===== src/rtl/mem_intf_hs_pkg.sv =====
// Shared types for the MEM-stage load/store bus interface.
package mem_intf_hs_pkg;

  // Access size encodings as presented on i_size
  typedef enum logic [1:0] {
    SZ_B = 2'b00,
    SZ_H = 2'b01,
    SZ_W = 2'b10,
    SZ_D = 2'b11
  } size_e;

  // Transaction FSM states
  typedef enum logic [1:0] {
    ST_IDLE = 2'b00,
    ST_WAIT = 2'b01,
    ST_RESP = 2'b10
  } state_e;

  // Per-access context held for the load return path
  typedef struct packed {
    logic  we;
    size_e size;
    logic  sgn;
  } acc_ctx_t;

endpackage


===== src/rtl/mem_intf_hs_lane_align.sv =====
// Byte-lane steering: store byte enables/data, load extraction/extension, alignment check.
module mem_intf_hs_lane_align
  import mem_intf_hs_pkg::*;
#(
  parameter int unsigned DW    = 32,
  parameter int unsigned OFF_W = $clog2(DW / 8)
) (
  input  size_e                st_size,
  input  logic [OFF_W-1:0]     st_off,
  input  logic [DW-1:0]        st_data,
  input  size_e                ld_size,
  input  logic [OFF_W-1:0]     ld_off,
  input  logic                 ld_sgn,
  input  logic [DW-1:0]        ld_raw,
  output logic                 legal_c,
  output logic [DW/8-1:0]      be_c,
  output logic [DW-1:0]        st_data_c,
  output logic [DW-1:0]        ld_data_c
);

  localparam int unsigned BEW   = DW / 8;
  localparam int unsigned IDX_W = $clog2(DW);

  logic [BEW-1:0]   mask;
  logic [DW-1:0]    ld_shift;
  logic [IDX_W-1:0] sign_idx;
  logic             sign_bit;

  // Natural alignment check; dword only exists on a 64-bit bus
  always_comb begin
    legal_c = 1'b1;
    case (st_size)
      SZ_B:    legal_c = 1'b1;
      SZ_H:    legal_c = ~st_off[0];
      SZ_W:    legal_c = (st_off[1:0] == 2'b00);
      default: legal_c = (DW == 64) && (st_off == '0);
    endcase
  end

  // Store path: size mask and data shifted onto the addressed lanes
  always_comb begin
    mask = '0;
    case (st_size)
      SZ_B:    mask = BEW'(8'h01);
      SZ_H:    mask = BEW'(8'h03);
      SZ_W:    mask = BEW'(8'h0F);
      default: mask = BEW'(8'hFF);
    endcase
    be_c      = mask << st_off;
    st_data_c = st_data << {st_off, 3'b000};
  end

  // Load path: right-justify the addressed bytes, then sign/zero extend above the size
  always_comb begin
    ld_shift = ld_raw >> {ld_off, 3'b000};
    sign_idx = IDX_W'(DW - 1);
    case (ld_size)
      SZ_B:    sign_idx = IDX_W'(7);
      SZ_H:    sign_idx = IDX_W'(15);
      SZ_W:    sign_idx = IDX_W'((DW > 32) ? 31 : DW - 1);
      default: sign_idx = IDX_W'(DW - 1);
    endcase
    sign_bit  = ld_sgn & ld_shift[sign_idx];
    ld_data_c = '0;
    for (int i = 0; i < int'(DW); i++) begin
      ld_data_c[i] = (IDX_W'(i) <= sign_idx) ? ld_shift[i] : sign_bit;
    end
  end

endmodule


===== src/rtl/mem_intf_hs.sv =====
// MEM-stage load/store bus interface with valid/ack handshake, wait states and timeout.
module mem_intf_hs
  import mem_intf_hs_pkg::*;
#(
  parameter int unsigned BUS_DATA_WIDTH = 32,
  parameter int unsigned BUS_ADDR_WIDTH = 32,
  parameter int unsigned TIMEOUT_CYCLES = 255
) (
  input  logic                          i_clk,
  input  logic                          i_rst,
  input  logic                          i_req,
  input  logic                          i_we,
  input  logic [1:0]                    i_size,
  input  logic                          i_signed,
  input  logic [BUS_ADDR_WIDTH-1:0]     i_addr,
  input  logic [BUS_DATA_WIDTH-1:0]     i_st_data,
  output logic                          o_stall,
  output logic                          o_ld_valid,
  output logic [BUS_DATA_WIDTH-1:0]     o_ld_data,
  output logic                          o_addr_err,
  output logic                          o_bus_err,
  output logic                          o_bus_req,
  output logic                          o_bus_we,
  output logic [BUS_DATA_WIDTH/8-1:0]   o_bus_be,
  output logic [BUS_ADDR_WIDTH-1:0]     o_bus_addr,
  output logic [BUS_DATA_WIDTH-1:0]     o_bus_data,
  input  logic                          i_bus_ack,
  input  logic [BUS_DATA_WIDTH-1:0]     i_bus_data
);

  localparam int unsigned DW    = BUS_DATA_WIDTH;
  localparam int unsigned AW    = BUS_ADDR_WIDTH;
  localparam int unsigned BEW   = DW / 8;
  localparam int unsigned OFF_W = $clog2(BEW);
  localparam int unsigned CNT_W = $clog2(TIMEOUT_CYCLES + 1);

  state_e           state_q, state_d;
  logic [CNT_W-1:0] cnt_q, cnt_d;
  acc_ctx_t         ctx_q, ctx_d;
  logic [OFF_W-1:0] off_q, off_d;

  logic             ld_valid_d, addr_err_d, bus_err_d, bus_req_d, bus_we_d;
  logic [DW-1:0]    ld_data_d, bus_data_d;
  logic [BEW-1:0]   bus_be_d;
  logic [AW-1:0]    bus_addr_d;

  logic             legal_c, take_c, bad_c, ack_c, tmo_c;
  logic [BEW-1:0]   be_c;
  logic [DW-1:0]    st_data_c, ld_ext_c;

  mem_intf_hs_lane_align #(
    .DW    (DW),
    .OFF_W (OFF_W)
  ) u_lane_align (
    .st_size   (size_e'(i_size)),
    .st_off    (i_addr[OFF_W-1:0]),
    .st_data   (i_st_data),
    .ld_size   (ctx_q.size),
    .ld_off    (off_q),
    .ld_sgn    (ctx_q.sgn),
    .ld_raw    (i_bus_data),
    .legal_c   (legal_c),
    .be_c      (be_c),
    .st_data_c (st_data_c),
    .ld_data_c (ld_ext_c)
  );

  // Request qualification and WAIT-phase completion events
  always_comb begin
    take_c = (state_q != ST_WAIT) & i_req & legal_c;
    bad_c  = (state_q != ST_WAIT) & i_req & ~legal_c;
    ack_c  = (state_q == ST_WAIT) & i_bus_ack;
    tmo_c  = (state_q == ST_WAIT) & ~i_bus_ack & (cnt_q == CNT_W'(TIMEOUT_CYCLES - 1));
  end

  // Pipeline hold: outstanding transaction, or a legal access being accepted now
  assign o_stall = (state_q == ST_WAIT) | take_c;

  // State register
  always_ff @(posedge i_clk or posedge i_rst) begin
    if (i_rst) state_q <= ST_IDLE;
    else       state_q <= state_d;
  end

  // Next-state logic; RESP accepts a new access exactly like IDLE
  always_comb begin
    state_d = state_q;
    case (state_q)
      ST_IDLE, ST_RESP: state_d = take_c ? ST_WAIT : ST_IDLE;
      ST_WAIT:          if (ack_c || tmo_c) state_d = ST_RESP;
      default:          state_d = ST_IDLE;
    endcase
  end

  // Next values of the registered outputs, access context and timeout counter
  always_comb begin
    ctx_d      = ctx_q;
    off_d      = off_q;
    cnt_d      = cnt_q;
    ld_valid_d = 1'b0;
    addr_err_d = 1'b0;
    bus_err_d  = 1'b0;
    ld_data_d  = o_ld_data;
    bus_req_d  = o_bus_req;
    bus_we_d   = o_bus_we;
    bus_be_d   = o_bus_be;
    bus_addr_d = o_bus_addr;
    bus_data_d = o_bus_data;

    if (take_c) begin
      ctx_d.we   = i_we;
      ctx_d.size = size_e'(i_size);
      ctx_d.sgn  = i_signed;
      off_d      = i_addr[OFF_W-1:0];
      cnt_d      = '0;
      bus_req_d  = 1'b1;
      bus_we_d   = i_we;
      bus_be_d   = be_c;
      bus_addr_d = {i_addr[AW-1:OFF_W], {OFF_W{1'b0}}};
      bus_data_d = st_data_c;
    end

    if (bad_c) addr_err_d = 1'b1;

    if (ack_c) begin
      bus_req_d = 1'b0;
      cnt_d     = '0;
      if (!ctx_q.we) begin
        ld_data_d  = ld_ext_c;
        ld_valid_d = 1'b1;
      end
    end else if (tmo_c) begin
      bus_req_d = 1'b0;
      bus_err_d = 1'b1;
      ld_data_d = '0;
      cnt_d     = '0;
    end else if (state_q == ST_WAIT) begin
      cnt_d = cnt_q + CNT_W'(1);
    end
  end

  // Output, context and counter registers; reset abandons any outstanding access silently
  always_ff @(posedge i_clk or posedge i_rst) begin
    if (i_rst) begin
      ctx_q      <= '0;
      off_q      <= '0;
      cnt_q      <= '0;
      o_ld_valid <= 1'b0;
      o_ld_data  <= '0;
      o_addr_err <= 1'b0;
      o_bus_err  <= 1'b0;
      o_bus_req  <= 1'b0;
      o_bus_we   <= 1'b0;
      o_bus_be   <= '0;
      o_bus_addr <= '0;
      o_bus_data <= '0;
    end else begin
      ctx_q      <= ctx_d;
      off_q      <= off_d;
      cnt_q      <= cnt_d;
      o_ld_valid <= ld_valid_d;
      o_ld_data  <= ld_data_d;
      o_addr_err <= addr_err_d;
      o_bus_err  <= bus_err_d;
      o_bus_req  <= bus_req_d;
      o_bus_we   <= bus_we_d;
      o_bus_be   <= bus_be_d;
      o_bus_addr <= bus_addr_d;
      o_bus_data <= bus_data_d;
    end
  end

endmodule


===== config.mk =====
export PLATFORM = sky130hd
export DESIGN_NAME = mem_intf_hs
export DESIGN_NICKNAME = d
export VERILOG_FILES = /design/src/rtl/mem_intf_hs_pkg.sv /design/src/rtl/mem_intf_hs_lane_align.sv /design/src/rtl/mem_intf_hs.sv
export SDC_FILE = /design/constraint.sdc
export NUM_CORES = 1
export LEC_CHECK = 0
export CORE_MARGIN = 2
export CORE_UTILIZATION = 40
export CTS_BUF_LIST = sky130_fd_sc_hd__clkbuf_2 sky130_fd_sc_hd__clkbuf_4 sky130_fd_sc_hd__clkbuf_8
export CTS_CLUSTER_SIZE = 16
export DETAILED_ROUTE_END_ITERATION = 6
export PLACE_DENSITY = 0.74
export SYNTH_ARGS = -nofsm -noshare
export SYNTH_HDL_FRONTEND = slang
export SYNTH_SLANG_ARGS = --single-unit
export TNS_END_PERCENT = 5

===== constraint.sdc =====
create_clock -name i_clk -period 9.8 [get_ports i_clk]
set_input_delay 1.96 -clock i_clk [delete_from_list [all_inputs] [get_ports i_clk]]
set_output_delay 1.96 -clock i_clk [all_outputs]
set_load 0.005 [all_outputs]

==> results of run 1 <==
worst reg2reg max path, delay by kind of cell (launching register included):
family          cells  cell delay, ns
flops               1            0.63
simple gates        2            0.78
compound gates      1            0.35
buf+inv             1            0.63
synthesized netlist by cell type, types with 9 or more instances:
cell type	instances
o31ai_1	9
mux2i_1	31
buf_2	11
a211o_1	20
nor2_1	33
dfrtp_1	118
a21oi_1	20
mux2_2	52
a221o_1	10
o21ai_0	19
clkbuf_1	17
nand2_1	54
nor2b_1	11
registers in the layout, indices dropped and copies added, names as in the netlist, 2 cells and up:
| signal | cells |
|---|---|
| cnt_q | 8 |
| o_ld_data | 32 |
| o_bus_data | 32 |
| state_q | 2 |
| o_bus_addr | 30 |
| off_q | 2 |
| ctx_q | 4 |
| o_bus_be | 4 |
area by class of cell:
| class | instances | share of cell area [%] |
|---|---|---|
| Multi-Input combinational cell | 327 | 29.5 |
| Inverter | 6 | 0.306 |
| Tap cell | 180 | 2.75 |
| Clock inverter | 13 | 2.49 |
| Timing Repair Buffer | 213 | 25.8 |
| Clock buffer | 19 | 3.12 |
| Sequential cell | 118 | 36.1 |
metrics by stage:
step / instances / hold slack, ns
floorplan: 486 / 0.469
global placement: 844 / 0.464
detailed placement: 844 / 0.463
CTS: 876 / 0.481
global route: 876 / 0.492
finish: 876 / 0.476
power by group:
part,leakage (nW),switching [mW],total [mW],internal (mW)
combinational,1.90,0.220,0.612,0.392
clock,0.221,0.202,0.513,0.311
sequential,1.48,0.0880,0.712,0.624
layer usage:
layer | vias to the layer above | part of all wire (%) | GRT usage, %
li1 | 2151 | - | -
met1 | 2245 | 39 | 24.8
met2 | 189 | 50 | 33.9
met3 | 15 | 9.4 | 7.82
met4 | 0 | 1.2 | 7.11
met5 | - | 0 | 0
logic make-up after synthesis:
group	Yosys count
flops	118
fa+ha+maj	2
xor+xnor	3
mux	86
other cells	1
buf+inv	41
simple gates	123
compound gates	111
worst min path at each step:
stage	to	slack (ns)	startpoint
5_1_grt	o_ld_data[7]	0.49	o_ld_data[7]
3_5_place_dp	o_ld_data[7]	0.46	o_ld_data[7]
4_1_cts	o_ld_data[7]	0.48	o_ld_data[7]
6_report	o_ld_data[7]	0.48	o_ld_data[7]
2_1_floorplan	state_q[0]	0.47	state_q[0]
3_3_place_gp	o_ld_data[7]	0.46	o_ld_data[7]
==> flow_metrics.py, run 1 <==
metrics = {
    "status": {
        "status": "completed",
    },
    "cells_and_area": {
        "layout-area-overhead-vs-synth_pct": 47.3,
        "final_cell_mix": "clkdlybuf4s50_1 (206), dfrtp_1 (118), nand2_1 (54), mux2_2 (52), nor2_1 (33)",
        "seq_area_sq_mm": 0.00295,
        "nNetsFinal": 789,
        "final_common_cell": "clkdlybuf4s50_1",
        "postLayoutCoreUtil_pct": 59.7,
        "fillers": 1136,
        "drive_gt1_share_pct": 14.7,
        "multiInputGateArea_sq_mm": 0.00241,
        "postLayoutCellArea_sq_mm": 0.00819,
        "diodes": 0,
    },
    "sta": {
        "fin_setup_tns_ns": 0,
        "timing.fmax_mhz": 165,
        "worst_slew_pin_slew_ns": 0.872,
        "fin_crit_sh_pct": 62.0,
        "hold_viol": 0,
        "setup_ws_ns": 3.73,
        "finalSetupViolations": 0,
        "grt_setup_unrepaired": "no",
        "skew_ns": 0.00728,
        "slew_viol_final": 0,
        "slew-limit-headroom_pct": 41.9,
        "fin_crit_ns": 6.07,
    },
    "setup_path": {
        "cp_num_buf_inv": 4,
        "r2r_end": "o_ld_data[28]",
        "reg2reg_setup_slack_ns": 7.30,
        "r2r-start": "off_q[1]",
        "ff2ff_path_depth": 4,
        "cp_num_cells": 7,
        "crit_path_start_kind": "input port",
        "required_ns": 7.84,
        "path_class": "input port to output port",
        "crit_slowest_cell": "clkdlybuf4s50_1",
        "critPathMostFrequentCell": "clkdlybuf4s50_1",
        "crit_start": "i_addr[1]",
        "path_max_fanout": 39,
        "worstPathArrival_ns": 4.11,
        "path_delay_family": "buffers and inverters",
        "critPathCapture": "o_stall",
        "max_stage_delay_ns": 0.46,
        "path_cells": "clkdlybuf4s50_1 -> buf_4 -> nor3_1 -> or2_2 -> a21boi_2 -> inv_1 -> clkdlybuf4s50_1",
        "cp-end-kind": "output port",
    },
    "cts": {
        "cts_root_buf": "clkbuf_8",
        "cts_setup_buffers": 0,
        "cts_sinks": 118,
        "htree_levels": 4,
        "cts_hold_buffers": 0,
        "path_clk_slew_ns": 0.07,
        "clk_latency_ns": 0.44,
        "numCtsBuffers": 17,
        "cts.repair.resized": 0,
        "cts_tree": "yes",
        "cts_buffer_depth": 2,
    },
    "synthesis": {
        "async_flop_share_pct": 100,
        "synthAdderAreaFrac_pct": 0.450,
        "synth_top_family_by_area": "multiplexers",
        "ys_types": 47,
        "ys_seq_elements": 118,
        "synth_mux_area_share_pct": 16.9,
        "synthXorXnorAreaFrac_pct": 0.608,
        "syn_avg_cell_area_sq_um": 11.5,
        "syn_inst": 485,
        "synth_top_area_share_pct": 53.1,
        "yosys.area.top_type": "dfrtp_1",
        "syn_area_sq_mm": 0.00556,
        "yosys.area_share.simple_pct": 10.3,
        "synth-edff-count": 0,
        "synth-compound-area-share_pct": 14.9,
        "seq_area_frac_synth_pct": 53.1,
        "synth_area_leaders": "dfrtp_1 (53%), mux2_2 (11%), mux2i_1 (5.6%)",
        "synth_flop_cell": "dfrtp_1",
        "yosys_warnings": 0,
    },
    "routing": {
        "drt-vias-per-instance": 5.25,
        "drt_iter0_markers": 308,
        "drc_errors": 0,
        "via_count": 4600,
        "wl_per_cell_microns": 17.0,
        "first_pass_iters": 4,
        "drtAntennaViolNets": 0,
        "drt-total-wl_microns": 14900,
    },
    "min_path": {
        "hold_path.class": "register to register",
        "hold-path-cell-count": 2,
    },
    "run": {
        "cap_viol_max_count": 0,
    },
    "die": {
        "pin_count": 210,
        "die_height_microns": 122,
        "num_rows": 43,
        "dieArea_sq_mm": 0.0149,
        "fp.dieW_microns": 122,
        "coreArea_sq_mm": 0.0137,
        "start_util_pct": 40.5,
    },
    "pwr": {
        "power.total_mw": 1.84,
        "vdd.ir_drop.worst_uv": 134,
        "power_density_mw_per_mm2": 224,
        "leakagePower_nw": 3.61,
    },
    "place": {
        "io_buffers": 207,
        "placed_area_sq_mm": 0.00773,
        "gp_congestion": 0.832,
        "dp_hpwl_microns": 10800,
        "place_ws_ns": 3.70,
    },
    "global_route": {
        "grt_pass1_wl_microns": 23700,
        "grt_max_degree": 72,
        "grt-ovfl-total": 0,
        "first_global_vias": 4653,
        "grtUsageTotal_pct": 20.6,
        "antenna_found_initial": 0,
    },
}
(Power assumes the default switching activity.)
==> run 2: changes to the inputs <==
clock period = 6.1 ns   (was 9.8 ns; I/O delays follow)
==> run 2 against run 1 <==
Wire length increased by 1.5%; sequential share of layout area increased by 0.17 points; final cell count decreased by 0.11%; design area decreased by 0.47%; non-clock buffer count unchanged; via count increased by 1.6%; global-route usage increased by 0.070 points; worst setup slack got worse by 2.2 ns; combinational power increased by 61%; largest cell class unchanged; clock power increased by 46%.
==> flow_metrics.py, run 2 (synthesis gave the netlist of run 1 again) <==
metrics = {
    "status": {
        "status": "completed",
    },
    "die": {
        "pin_count": 210,
        "coreArea_sq_mm": 0.0137,
        "die_height_microns": 122,
        "dieArea_sq_mm": 0.0149,
        "num_rows": 43,
        "start_util_pct": 40.5,
        "fp.dieW_microns": 122,
    },
    "setup_path": {
        "path_max_fanout": 39,
        "path_cells": "clkdlybuf4s50_1 -> buf_4 -> nor3_1 -> or2_2 -> a21boi_2 -> inv_1 -> clkdlybuf4s50_1",
        "cp_num_buf_inv": 4,
        "path_delay_family": "buffers and inverters",
        "path_class": "input port to output port",
        "critPathMostFrequentCell": "clkdlybuf4s50_1",
        "crit_slowest_cell": "clkdlybuf4s50_1",
        "max_stage_delay_ns": 0.45,
        "cp-end-kind": "output port",
        "required_ns": 4.88,
        "worstPathArrival_ns": 3.37,
        "crit_path_start_kind": "input port",
    },
    "routing": {
        "drt_iter0_markers": 314,
        "drt-total-wl_microns": 15100,
        "drt-vias-per-instance": 5.34,
        "drtAntennaViolNets": 0,
        "via_count": 4675,
        "first_pass_iters": 5,
        "wl_per_cell_microns": 17.3,
        "drc_errors": 0,
    },
    "sta": {
        "worst_slew_pin_slew_ns": 0.894,
        "slew-limit-headroom_pct": 40.4,
        "finalSetupViolations": 0,
        "grt_setup_unrepaired": "no",
        "fin_crit_sh_pct": 75.2,
        "slew_viol_final": 0,
        "timing.fmax_mhz": 218,
        "fin_crit_ns": 4.59,
        "skew_ns": 0.00517,
        "fin_setup_tns_ns": 0,
        "hold_viol": 0,
    },
    "pwr": {
        "sequentialPowerShare_pct": 39.9,
        "vdd.ir_drop.worst_uv": 156,
        "leakagePower_nw": 3.61,
        "power.total_mw": 2.88,
        "power.switching_mw": 0.804,
        "intPower_mw": 2.08,
        "clockPowerShare_pct": 26.0,
        "sw_frac_of_total_pct": 27.9,
        "power_density_mw_per_mm2": 354,
        "p_comb_share_pct": 34.1,
    },
    "cts": {
        "cts_buffer_depth": 2,
        "cts_setup_buffers": 0,
        "clk_latency_ns": 0.43,
        "cts_sinks": 118,
        "htree_levels": 4,
        "cts_hold_buffers": 0,
        "numCtsBuffers": 17,
        "cts.repair.resized": 0,
        "path_clk_slew_ns": 0.07,
        "cts_tree": "yes",
        "cts_root_buf": "clkbuf_8",
    },
    "place": {
        "dp_hpwl_microns": 10900,
        "io_buffers": 207,
        "gp_congestion": 0.823,
    },
    "cells_and_area": {
        "diodes": 0,
        "drive_gt1_share_pct": 14.5,
        "nNetsFinal": 789,
        "fillers": 1160,
        "final_cell_mix": "clkdlybuf4s50_1 (206), dfrtp_1 (118), nand2_1 (54), mux2_2 (52), nor2_1 (33)",
        "reg_top3": "o_bus_data (32), o_ld_data (32), o_bus_addr (30)",
        "final_common_cell": "clkdlybuf4s50_1",
        "seq_area_sq_mm": 0.00295,
        "multiInputGateArea_sq_mm": 0.00241,
        "layout-area-overhead-vs-synth_pct": 46.6,
    },
    "global_route": {
        "grt_max_degree": 73,
        "first_global_vias": 4732,
        "antenna_found_initial": 0,
        "grtUsageTotal_pct": 20.7,
        "grt_pass1_wl_microns": 23800,
        "grt-ovfl-total": 0,
    },
    "run": {
        "cap_viol_max_count": 0,
    },
    "min_path": {
        "hold_path.class": "register to register",
    },
}
run 2: cell types whose count changed in the layout (fill, tap and decap cells not counted), sizes merged:
cell / previous run / this run
bufinv: 5 / 3
clkinvlp: 4 / 0
clkbuf: 19 / 22
clkinv: 5 / 7
run 2: final timing paths:
path                                     start             end  slack [ns]  cells after the start
worst max-delay path                 i_addr[1]         o_stall        1.51                      7
worst min-delay path            o_bus_data[11]  o_bus_data[11]        0.48                      2
worst max register to register        off_q[1]   o_ld_data[24]        3.58                      4
worst min register to register  o_bus_data[11]  o_bus_data[11]        0.48                      2
max in group asynchronous                i_rst    o_ld_data[8]        3.63                      3
min in group asynchronous                i_rst  o_bus_addr[13]        1.34                      2
run 2: per-stage QoR:
| stage | setup slack (ns) | hold slack (ns) | std cells | util [%] | cell area, sq um |
|---|---|---|---|---|---|
| 2_1_floorplan | 1.75 | 0.469 | 486 | - | 5560 |
| 3_3_place_gp | 1.53 | 0.464 | 844 | 56.3 | 7730 |
| 3_5_place_dp | 1.52 | 0.471 | 844 | 56.3 | 7730 |
| 4_1_cts | 1.52 | 0.488 | 875 | 59.4 | 8150 |
| 5_1_grt | 1.39 | 0.511 | 875 | 59.4 | 8150 |
| 6_report | 1.51 | 0.484 | 875 | 59.4 | 8150 |
run 2: power groups by stage:
stage	clock network (mW)	registers, mW	logic (mW)
4_1_cts	0.773	1.15	0.995
5_1_grt	0.805	1.17	1.06
3_3_place_gp	0	1.15	0.974
2_1_floorplan	0	1.15	0.405
6_report	0.751	1.15	0.983
3_5_place_dp	0	1.16	0.990
run 2: final cells by class:
class / count / share of cell area [%]
flip-flops and latches: 118 / 36.2
well taps: 180 / 2.76
multi-input cells: 327 / 29.6
inverters: 6 / 0.307
clock buffers: 22 / 3.64
repair buffers: 213 / 25.9
clock inverters: 9 / 1.52
run 2: worst register-to-register path: stages, from the launching register on:
cell and delay, ns:
dfrtp_1 0.63, clkinv_1 0.63, nand3_1 0.56, nor2_1 0.24, a221o_1 0.35
run 2: per-layer routing:
metal | track usage (%) | wire length (microns)
met5 | 0 | 0
met4 | 7.61 | 261
met3 | 6.88 | 1300
met2 | 34.6 | 7530
met1 | 24.8 | 6040
